File: src/rtl/msx_bus_pkg.sv
// rtl/msx_bus_pkg.sv - shared types and constants for the MSX cartridge-bus host
// Contents: state_t bus-cycle states, T_PHASES clk per T-state, RDATA_ABORT read value
// returned on a wait timeout, in_strobe() for states that assert the bus strobes.
package msx_bus_pkg;

  typedef enum logic [2:0] {
    IDLE = 3'd0,
    ARM  = 3'd1,
    T1   = 3'd2,
    T2   = 3'd3,
    TW   = 3'd4,
    T3   = 3'd5
  } state_t;

  localparam int         T_PHASES    = 6;
  localparam logic [7:0] RDATA_ABORT = 8'hFF;

  // Strobes (MREQ/IORQ/SLTSL/RD/WR) are asserted from T2 to the end of T3.
  function automatic logic in_strobe(input state_t s);
    return (s == T2) || (s == TW) || (s == T3);
  endfunction

endpackage

File: src/rtl/msx_bus_host_if.sv
// rtl/msx_bus_host_if.sv - request and cartridge-slot signal bundle
// Request side: req, ready, req_addr, req_wdata, req_write, req_io, ack, rdata, err.
// Slot side: tclock, ta, td_out, td_oe, td_in, n_tsltsl, n_tmerq, n_tiorq, n_trd,
// n_twr, twait. master = bus host, slave = requester plus cartridge.
interface msx_bus_host_if;
  logic        req;
  logic        ready;
  logic [15:0] req_addr;
  logic [7:0]  req_wdata;
  logic        req_write;
  logic        req_io;
  logic        ack;
  logic [7:0]  rdata;
  logic        err;
  logic        tclock;
  logic [15:0] ta;
  logic [7:0]  td_out;
  logic        td_oe;
  logic [7:0]  td_in;
  logic        n_tsltsl;
  logic        n_tmerq;
  logic        n_tiorq;
  logic        n_trd;
  logic        n_twr;
  logic        twait;

  modport master (
    input  req, req_addr, req_wdata, req_write, req_io, td_in, twait,
    output ready, ack, rdata, err, tclock, ta, td_out, td_oe,
           n_tsltsl, n_tmerq, n_tiorq, n_trd, n_twr
  );

  modport slave (
    output req, req_addr, req_wdata, req_write, req_io, td_in, twait,
    input  ready, ack, rdata, err, tclock, ta, td_out, td_oe,
           n_tsltsl, n_tmerq, n_tiorq, n_trd, n_twr
  );
endinterface

File: src/rtl/msx_tstate_gen.sv
// rtl/msx_tstate_gen.sv - free-running T-state phase counter and bus clock
// Ports: clk, n_reset (async, active low) in; tclock (registered bus clock, high
// for the first half of each T-state) and t_end (last clk of a T-state) out.
module msx_tstate_gen
  import msx_bus_pkg::*;
(
  input  logic clk,
  input  logic n_reset,
  output logic tclock,
  output logic t_end
);

  localparam logic [2:0] PH_LAST = 3'(T_PHASES - 1);
  localparam logic [2:0] PH_HALF = 3'(T_PHASES / 2);

  logic [2:0] ph;
  logic [2:0] ph_nxt;

  assign ph_nxt = (ph == PH_LAST) ? 3'd0 : ph + 3'd1;
  assign t_end  = (ph == PH_LAST);

  // tclock is decoded from the next phase so the pin comes straight off a flop.
  always_ff @(posedge clk or negedge n_reset) begin
    if (!n_reset) begin
      ph     <= 3'd0;
      tclock <= 1'b1;
    end else begin
      ph     <= ph_nxt;
      tclock <= (ph_nxt < PH_HALF);
    end
  end

endmodule

File: src/rtl/msx_bus_host.sv
// rtl/msx_bus_host.sv - MSX cartridge-bus initiator (memory and I/O cycles)
// Ports: clk, n_reset (async, active low); bus (msx_bus_host_if.master) carrying the
// single-word request handshake and the cartridge-slot address/data/strobe pins.
// Parameters: WAIT_LIMIT total TW states before abort, IO_WAIT_STATES mandatory I/O TWs.
module msx_bus_host
  import msx_bus_pkg::*;
#(
  parameter int WAIT_LIMIT     = 255,
  parameter int IO_WAIT_STATES = 1
) (
  input  logic           clk,
  input  logic           n_reset,
  msx_bus_host_if.master bus
);

  localparam logic [8:0] LIMIT_W   = 9'(WAIT_LIMIT);
  localparam logic [8:0] IO_WAIT_W = 9'(IO_WAIT_STATES);
  localparam logic       IO_HAS_TW = (IO_WAIT_STATES > 0);

  state_t      state;
  state_t      nxt;
  logic        abort;
  logic        abort_nxt;
  logic        t_end;
  logic [15:0] cap_addr;
  logic [7:0]  cap_wdata;
  logic        cap_write;
  logic        cap_io;
  logic [7:0]  tw_cnt;
  logic [8:0]  tw_inc;
  logic        wait_meta;
  logic        wait_s;

  msx_tstate_gen u_tstate (
    .clk     (clk),
    .n_reset (n_reset),
    .tclock  (bus.tclock),
    .t_end   (t_end)
  );

  // Nine bits so the TW count that would follow 255 still compares correctly.
  assign tw_inc = {1'b0, tw_cnt} + 9'd1;

  always_comb begin
    nxt       = state;
    abort_nxt = abort;
    case (state)
      IDLE: if (bus.req) nxt = ARM;
      ARM:  if (t_end) nxt = T1;
      T1:   if (t_end) nxt = T2;
      T2:   if (t_end) nxt = ((cap_io && IO_HAS_TW) || wait_s) ? TW : T3;
      TW: begin
        if (t_end) begin
          if (tw_inc == LIMIT_W) begin
            nxt       = T3;
            abort_nxt = 1'b1;
          end else if ((cap_io && (tw_inc < IO_WAIT_W)) || wait_s) begin
            nxt = TW;
          end else begin
            nxt = T3;
          end
        end
      end
      T3:      if (t_end) nxt = IDLE;
      default: nxt = IDLE;
    endcase
  end

  // Every pin is registered from the next state, so it follows the state change
  // in the same clk and the strobes are already released when ack pulses.
  always_ff @(posedge clk or negedge n_reset) begin
    if (!n_reset) begin
      state        <= IDLE;
      abort        <= 1'b0;
      cap_addr     <= 16'h0000;
      cap_wdata    <= 8'h00;
      cap_write    <= 1'b0;
      cap_io       <= 1'b0;
      tw_cnt       <= 8'h00;
      wait_meta    <= 1'b0;
      wait_s       <= 1'b0;
      bus.ready    <= 1'b1;
      bus.ack      <= 1'b0;
      bus.rdata    <= 8'h00;
      bus.err      <= 1'b0;
      bus.ta       <= 16'h0000;
      bus.td_out   <= 8'h00;
      bus.td_oe    <= 1'b0;
      bus.n_tsltsl <= 1'b1;
      bus.n_tmerq  <= 1'b1;
      bus.n_tiorq  <= 1'b1;
      bus.n_trd    <= 1'b1;
      bus.n_twr    <= 1'b1;
    end else begin
      wait_meta <= bus.twait;
      wait_s    <= wait_meta;
      state     <= nxt;
      abort     <= abort_nxt;
      bus.ack   <= 1'b0;

      if (state == IDLE && bus.req) begin
        cap_addr  <= bus.req_addr;
        cap_wdata <= bus.req_wdata;
        cap_write <= bus.req_write;
        cap_io    <= bus.req_io;
        tw_cnt    <= 8'h00;
        abort     <= 1'b0;
      end

      if (state == TW && t_end && tw_cnt != 8'hFF) tw_cnt <= tw_cnt + 8'd1;

      if (state == T3 && t_end) begin
        bus.ack <= 1'b1;
        bus.err <= abort;
        if (abort) bus.rdata <= RDATA_ABORT;
        else if (!cap_write) bus.rdata <= bus.td_in;
      end

      if (state == ARM && nxt == T1) begin
        bus.ta <= cap_addr;
        if (cap_write) bus.td_out <= cap_wdata;
      end

      bus.ready    <= (nxt == IDLE);
      bus.td_oe    <= cap_write && (nxt == T1 || in_strobe(nxt));
      bus.n_tsltsl <= !(in_strobe(nxt) && !cap_io);
      bus.n_tmerq  <= !(in_strobe(nxt) && !cap_io);
      bus.n_tiorq  <= !(in_strobe(nxt) && cap_io);
      bus.n_trd    <= !(in_strobe(nxt) && !cap_write);
      bus.n_twr    <= !(in_strobe(nxt) && cap_write);
    end
  end

endmodule

File: src/flat_wrapper.sv
// flat-port wrapper written by rule: the top's interface ports become plain ports
module msx_bus_host_flat import msx_bus_pkg::*;
#(
  parameter int WAIT_LIMIT     = 255,
  parameter int IO_WAIT_STATES = 1
)
  (clk, n_reset, bus_req, bus_req_addr, bus_req_wdata, bus_req_write, bus_req_io, bus_td_in, bus_twait, bus_ready, bus_ack, bus_rdata, bus_err, bus_tclock, bus_ta, bus_td_out, bus_td_oe, bus_n_tsltsl, bus_n_tmerq, bus_n_tiorq, bus_n_trd, bus_n_twr);
  msx_bus_host_if bus_i ();
  input  logic clk;
  input  logic n_reset;
  input wire logic [$bits(bus_i.req)-1:0] bus_req;
  input wire logic [$bits(bus_i.req_addr)-1:0] bus_req_addr;
  input wire logic [$bits(bus_i.req_wdata)-1:0] bus_req_wdata;
  input wire logic [$bits(bus_i.req_write)-1:0] bus_req_write;
  input wire logic [$bits(bus_i.req_io)-1:0] bus_req_io;
  input wire logic [$bits(bus_i.td_in)-1:0] bus_td_in;
  input wire logic [$bits(bus_i.twait)-1:0] bus_twait;
  output wire logic [$bits(bus_i.ready)-1:0] bus_ready;
  output wire logic [$bits(bus_i.ack)-1:0] bus_ack;
  output wire logic [$bits(bus_i.rdata)-1:0] bus_rdata;
  output wire logic [$bits(bus_i.err)-1:0] bus_err;
  output wire logic [$bits(bus_i.tclock)-1:0] bus_tclock;
  output wire logic [$bits(bus_i.ta)-1:0] bus_ta;
  output wire logic [$bits(bus_i.td_out)-1:0] bus_td_out;
  output wire logic [$bits(bus_i.td_oe)-1:0] bus_td_oe;
  output wire logic [$bits(bus_i.n_tsltsl)-1:0] bus_n_tsltsl;
  output wire logic [$bits(bus_i.n_tmerq)-1:0] bus_n_tmerq;
  output wire logic [$bits(bus_i.n_tiorq)-1:0] bus_n_tiorq;
  output wire logic [$bits(bus_i.n_trd)-1:0] bus_n_trd;
  output wire logic [$bits(bus_i.n_twr)-1:0] bus_n_twr;
  assign bus_i.req = bus_req;
  assign bus_i.req_addr = bus_req_addr;
  assign bus_i.req_wdata = bus_req_wdata;
  assign bus_i.req_write = bus_req_write;
  assign bus_i.req_io = bus_req_io;
  assign bus_i.td_in = bus_td_in;
  assign bus_i.twait = bus_twait;
  assign bus_ready = bus_i.ready;
  assign bus_ack = bus_i.ack;
  assign bus_rdata = bus_i.rdata;
  assign bus_err = bus_i.err;
  assign bus_tclock = bus_i.tclock;
  assign bus_ta = bus_i.ta;
  assign bus_td_out = bus_i.td_out;
  assign bus_td_oe = bus_i.td_oe;
  assign bus_n_tsltsl = bus_i.n_tsltsl;
  assign bus_n_tmerq = bus_i.n_tmerq;
  assign bus_n_tiorq = bus_i.n_tiorq;
  assign bus_n_trd = bus_i.n_trd;
  assign bus_n_twr = bus_i.n_twr;
  msx_bus_host #(.WAIT_LIMIT(WAIT_LIMIT), .IO_WAIT_STATES(IO_WAIT_STATES)) u_core (.clk(clk), .n_reset(n_reset), .bus(bus_i));
endmodule
File: config.mk
export PLATFORM = sky130hd
export DESIGN_NAME = msx_bus_host_flat
export DESIGN_NICKNAME = d
export VERILOG_FILES = /design/src/rtl/msx_bus_pkg.sv /design/src/rtl/msx_bus_host_if.sv /design/src/rtl/msx_tstate_gen.sv /design/src/rtl/msx_bus_host.sv /design/src/flat_wrapper.sv
export SDC_FILE = /design/constraint.sdc
export NUM_CORES = 1
export LEC_CHECK = 0
export CAP_MARGIN = 25
export CORE_ASPECT_RATIO = 0.8
export CORE_UTILIZATION = 50
export DETAILED_ROUTE_END_ITERATION = 8
export PLACE_DENSITY = 0.79
export SETUP_SLACK_MARGIN = 0.4
export SLEW_MARGIN = 20
export SYNTH_ARGS = -nofsm -noshare
export SYNTH_HDL_FRONTEND = slang
export SYNTH_SLANG_ARGS = --single-unit
export TNS_END_PERCENT = 20
File: constraint.sdc
create_clock -name clk -period 2.15 [get_ports clk]
set_input_delay 0.43 -clock clk [delete_from_list [all_inputs] [get_ports clk]]
set_output_delay 0.43 -clock clk [all_outputs]
set_load 0.005 [all_outputs]
==> impl_metrics.ini <==
[critical_path]
reg2reg_from = u_core.tw_cnt[5]
critPathBufInv = 0
worstPathMaxFanout = 9
critical_path.slowest_cell = dfrtp_1
worstPathRequired_ps = 2390
crit_type = flip-flop to flip-flop
r2r_setup_slack_ps = 290
slowest_delay_ps = 540
worstRegToRegCells = 5
cp-start-kind = flip-flop
r2r-end = u_core.state[0]
cp_top_family = simple AND/OR/NAND/NOR gates
endpoint_kind = flip-flop
crit_path_cell_trace = nand3_1 > o21ai_1 > nor4bb_4 > a311oi_2 > or3_1
crit_arrival_ps = 2100

[yosys]
yosys_warnings = 0
avgSynthCellArea_um2 = 12.9
synth_cell_types = 44
syn_nets = 315
ys_ff_latch = 84
synth_edf_count = 0
synthArstFlopShare_pct = 100
synthCells = 275
yosysSeqAreaShare_pct = 59.3
synthesis.area_um2 = 3560
dominantRegCellSynth = dfrtp_1

[finish]
final_net_count = 410
syn_to_final_growth_pct = 36.9
layoutNonFillerInstCount = 461
drive_gt1_share_pct = 32.9
diodes = 0
final_cell_area_um2 = 4870
utilization_pct = 70.7

[placed_design]
dpl.cell_count = 435
place.gp.congestion = 0.879
place_hpwl_um = 5110
place_area_um2 = 4480
io_buffers = 79

[timing]
max_freq_ghz = 0.537
relSlewSlack_pct = 66.6
period_needed_ps = 1860
hold_ws_ps = 35.9
rsz0062_at_grt = true
drv_slew = 0
finalSetupViolCount = 0
worst_slew_pin_slew_ps = 501
hold_viol = 0
skew_ps = 6.94
final.period_utilization_pct = 86.6
setup_tns_ps = 0

[die]
ios = 80
die_h_um = 77.4
die_area_um2 = 7460
die_w_um = 96.3
coreArea_um2 = 6890
start_util_pct = 51.6
std_cell_rows = 27

[clocking]
cts_sinks = 84
clockBufferDepth = 2
holdBufCountCts = 0
cts_tree = done
clkLatencyLatePin_ps = 360
clockRootBuffer = clkbuf_8
cts_buffers = 9
h-tree-depth = 3
path_clk_slew_ps = 80

[run_status]
status = complete, no violations

[drt]
vias = 2551
ant_nets = 0
route.detailed.drc = 0
routed_wl_um = 7620
via_per_inst = 5.53
first_pass_iters = 6
drt_iter0_markers = 167
routedWlPerCell_um = 16.5

[grt]
grt-ovfl-total = 0
grt_pass1_vias = 2606
grt_usage_pct = 22.1
grt_max_degree = 47
grt_pass1_wl_um = 12400
antenna_found_initial = 0

[power]
leakage_nw = 2.15
power.density_nw_per_um2 = 1080
ir_worst_vdd_uv = 560

[min_path]
hold_class = primary input to asynchronous set/reset pin

[flow_run]
cap_viol_max_count = 0
==> cells in the mapped netlist (all sizes together) (3+ instances only) <==
cell	n	area share, %
a21o	4	0.84
a21oi	11	1.5
buf	6	1.3
clkbuf	10	1.1
dfrtp	78	55
dfstp	6	4.4
inv	4	0.42
mux2	52	17
nand2	12	1.3
nand3	9	1.3
nand3b	3	0.63
nor2	15	1.6
nor2b	3	0.53
nor3b	4	0.84
o21ai	13	1.8
o22ai	7	1.2
or3	4	0.70
==> how the worst max path moves through the flow <==
stage,endpoint,cells after the start,start
finish,u_core.state[0],5,u_core.tw_cnt[5]
global route,u_core.state[0],6,u_core.tw_cnt[0]
CTS,u_core.tw_cnt[5],7,u_core.tw_cnt[0]
detailed placement,u_core.tw_cnt[4],6,bus_req
global placement,u_core.tw_cnt[4],6,bus_req
floorplan,u_core.bus.td_out[0],6,u_core.u_tstate.ph[1]
==> registers in the layout, indices dropped and copies added (netlist names), 3 cells and up <==
signal and flops:
u_core.bus.td_out 8, u_core.tw_cnt 8, u_core.bus.rdata 8, u_core.cap_addr 16, u_core.u_tstate.ph 3, u_core.cap_wdata 8, u_core.state 3, u_core.bus.ta 16
==> report_power, final <==
group          switching [W]  leakage [nW]  total [W]  internal [W]
clock network       0.000551        0.0979    0.00111      0.000556
registers           0.000402          1.05    0.00250       0.00210
logic               0.000641          1.00    0.00166       0.00102
==> logic make-up (layout without fill, tap and decap cells) <==
| kind of cell | count (synthesis) | after routing | synth area share [%] |
|---|---|---|---|
| AO/OA/AOI/OAI | 43 | 43 | 7.42 |
| adder cells (fa/ha/maj) | 2 | 2 | 0.703 |
| XOR/XNOR | 4 | 4 | 0.985 |
| buffers and inverters | 20 | 119 | 2.74 |
| AND/OR/NAND/NOR | 69 | 69 | 11.3 |
| multiplexers | 53 | 53 | 17.6 |
| flip-flops | 84 | 84 | 59.3 |
==> repair_timing <==
item                                    in CTS  in global routing
buffers inserted                            10                  1
endpoints found under the setup margin      28                 29
pin swaps                                    8                  8
resized for setup                           21                 15
hold endpoints to repair                     0                  0
==> per-layer routing <==
metal | track usage [%] | part of all wire (%)
met1 | 28.3 | 43
met2 | 35.5 | 48
met3 | 7.75 | 7.9
met4 | 6.62 | 1.1
met5 | 0 | 0
==> cells in the final DEF, fill, tap and decap left out, types with 8 or more instances in the layout <==
master           instances
a21oi_1                 10
buf_4                   19
clkbuf_8                10
clkdlybuf4s50_1         77
dfrtp_1                 70
dfrtp_2                  8
mux2_2                  44
mux2_4                   8
nand2_1                 12
nand3_1                  8
nor2_1                  15
==> final cells by class <==
type / count / area [um^2]
multi-input combinational: 171 / 1470
inverter: 4 / 15.0
tap: 87 / 109
clock buffer: 10 / 138
clock inverter: 5 / 52.6
sequential: 84 / 2120
fill: 510 / 2020
timing repair buffer: 100 / 965
==> metrics by stage <==
stage               worst slack [ps]  power, W
detailed placement               134   0.00399
finish                           289   0.00527
CTS                              327   0.00519
global placement                 184   0.00390
global route                     223   0.00559
floorplan                        314   0.00331
Note: power is estimated with default switching activity, not from simulation.
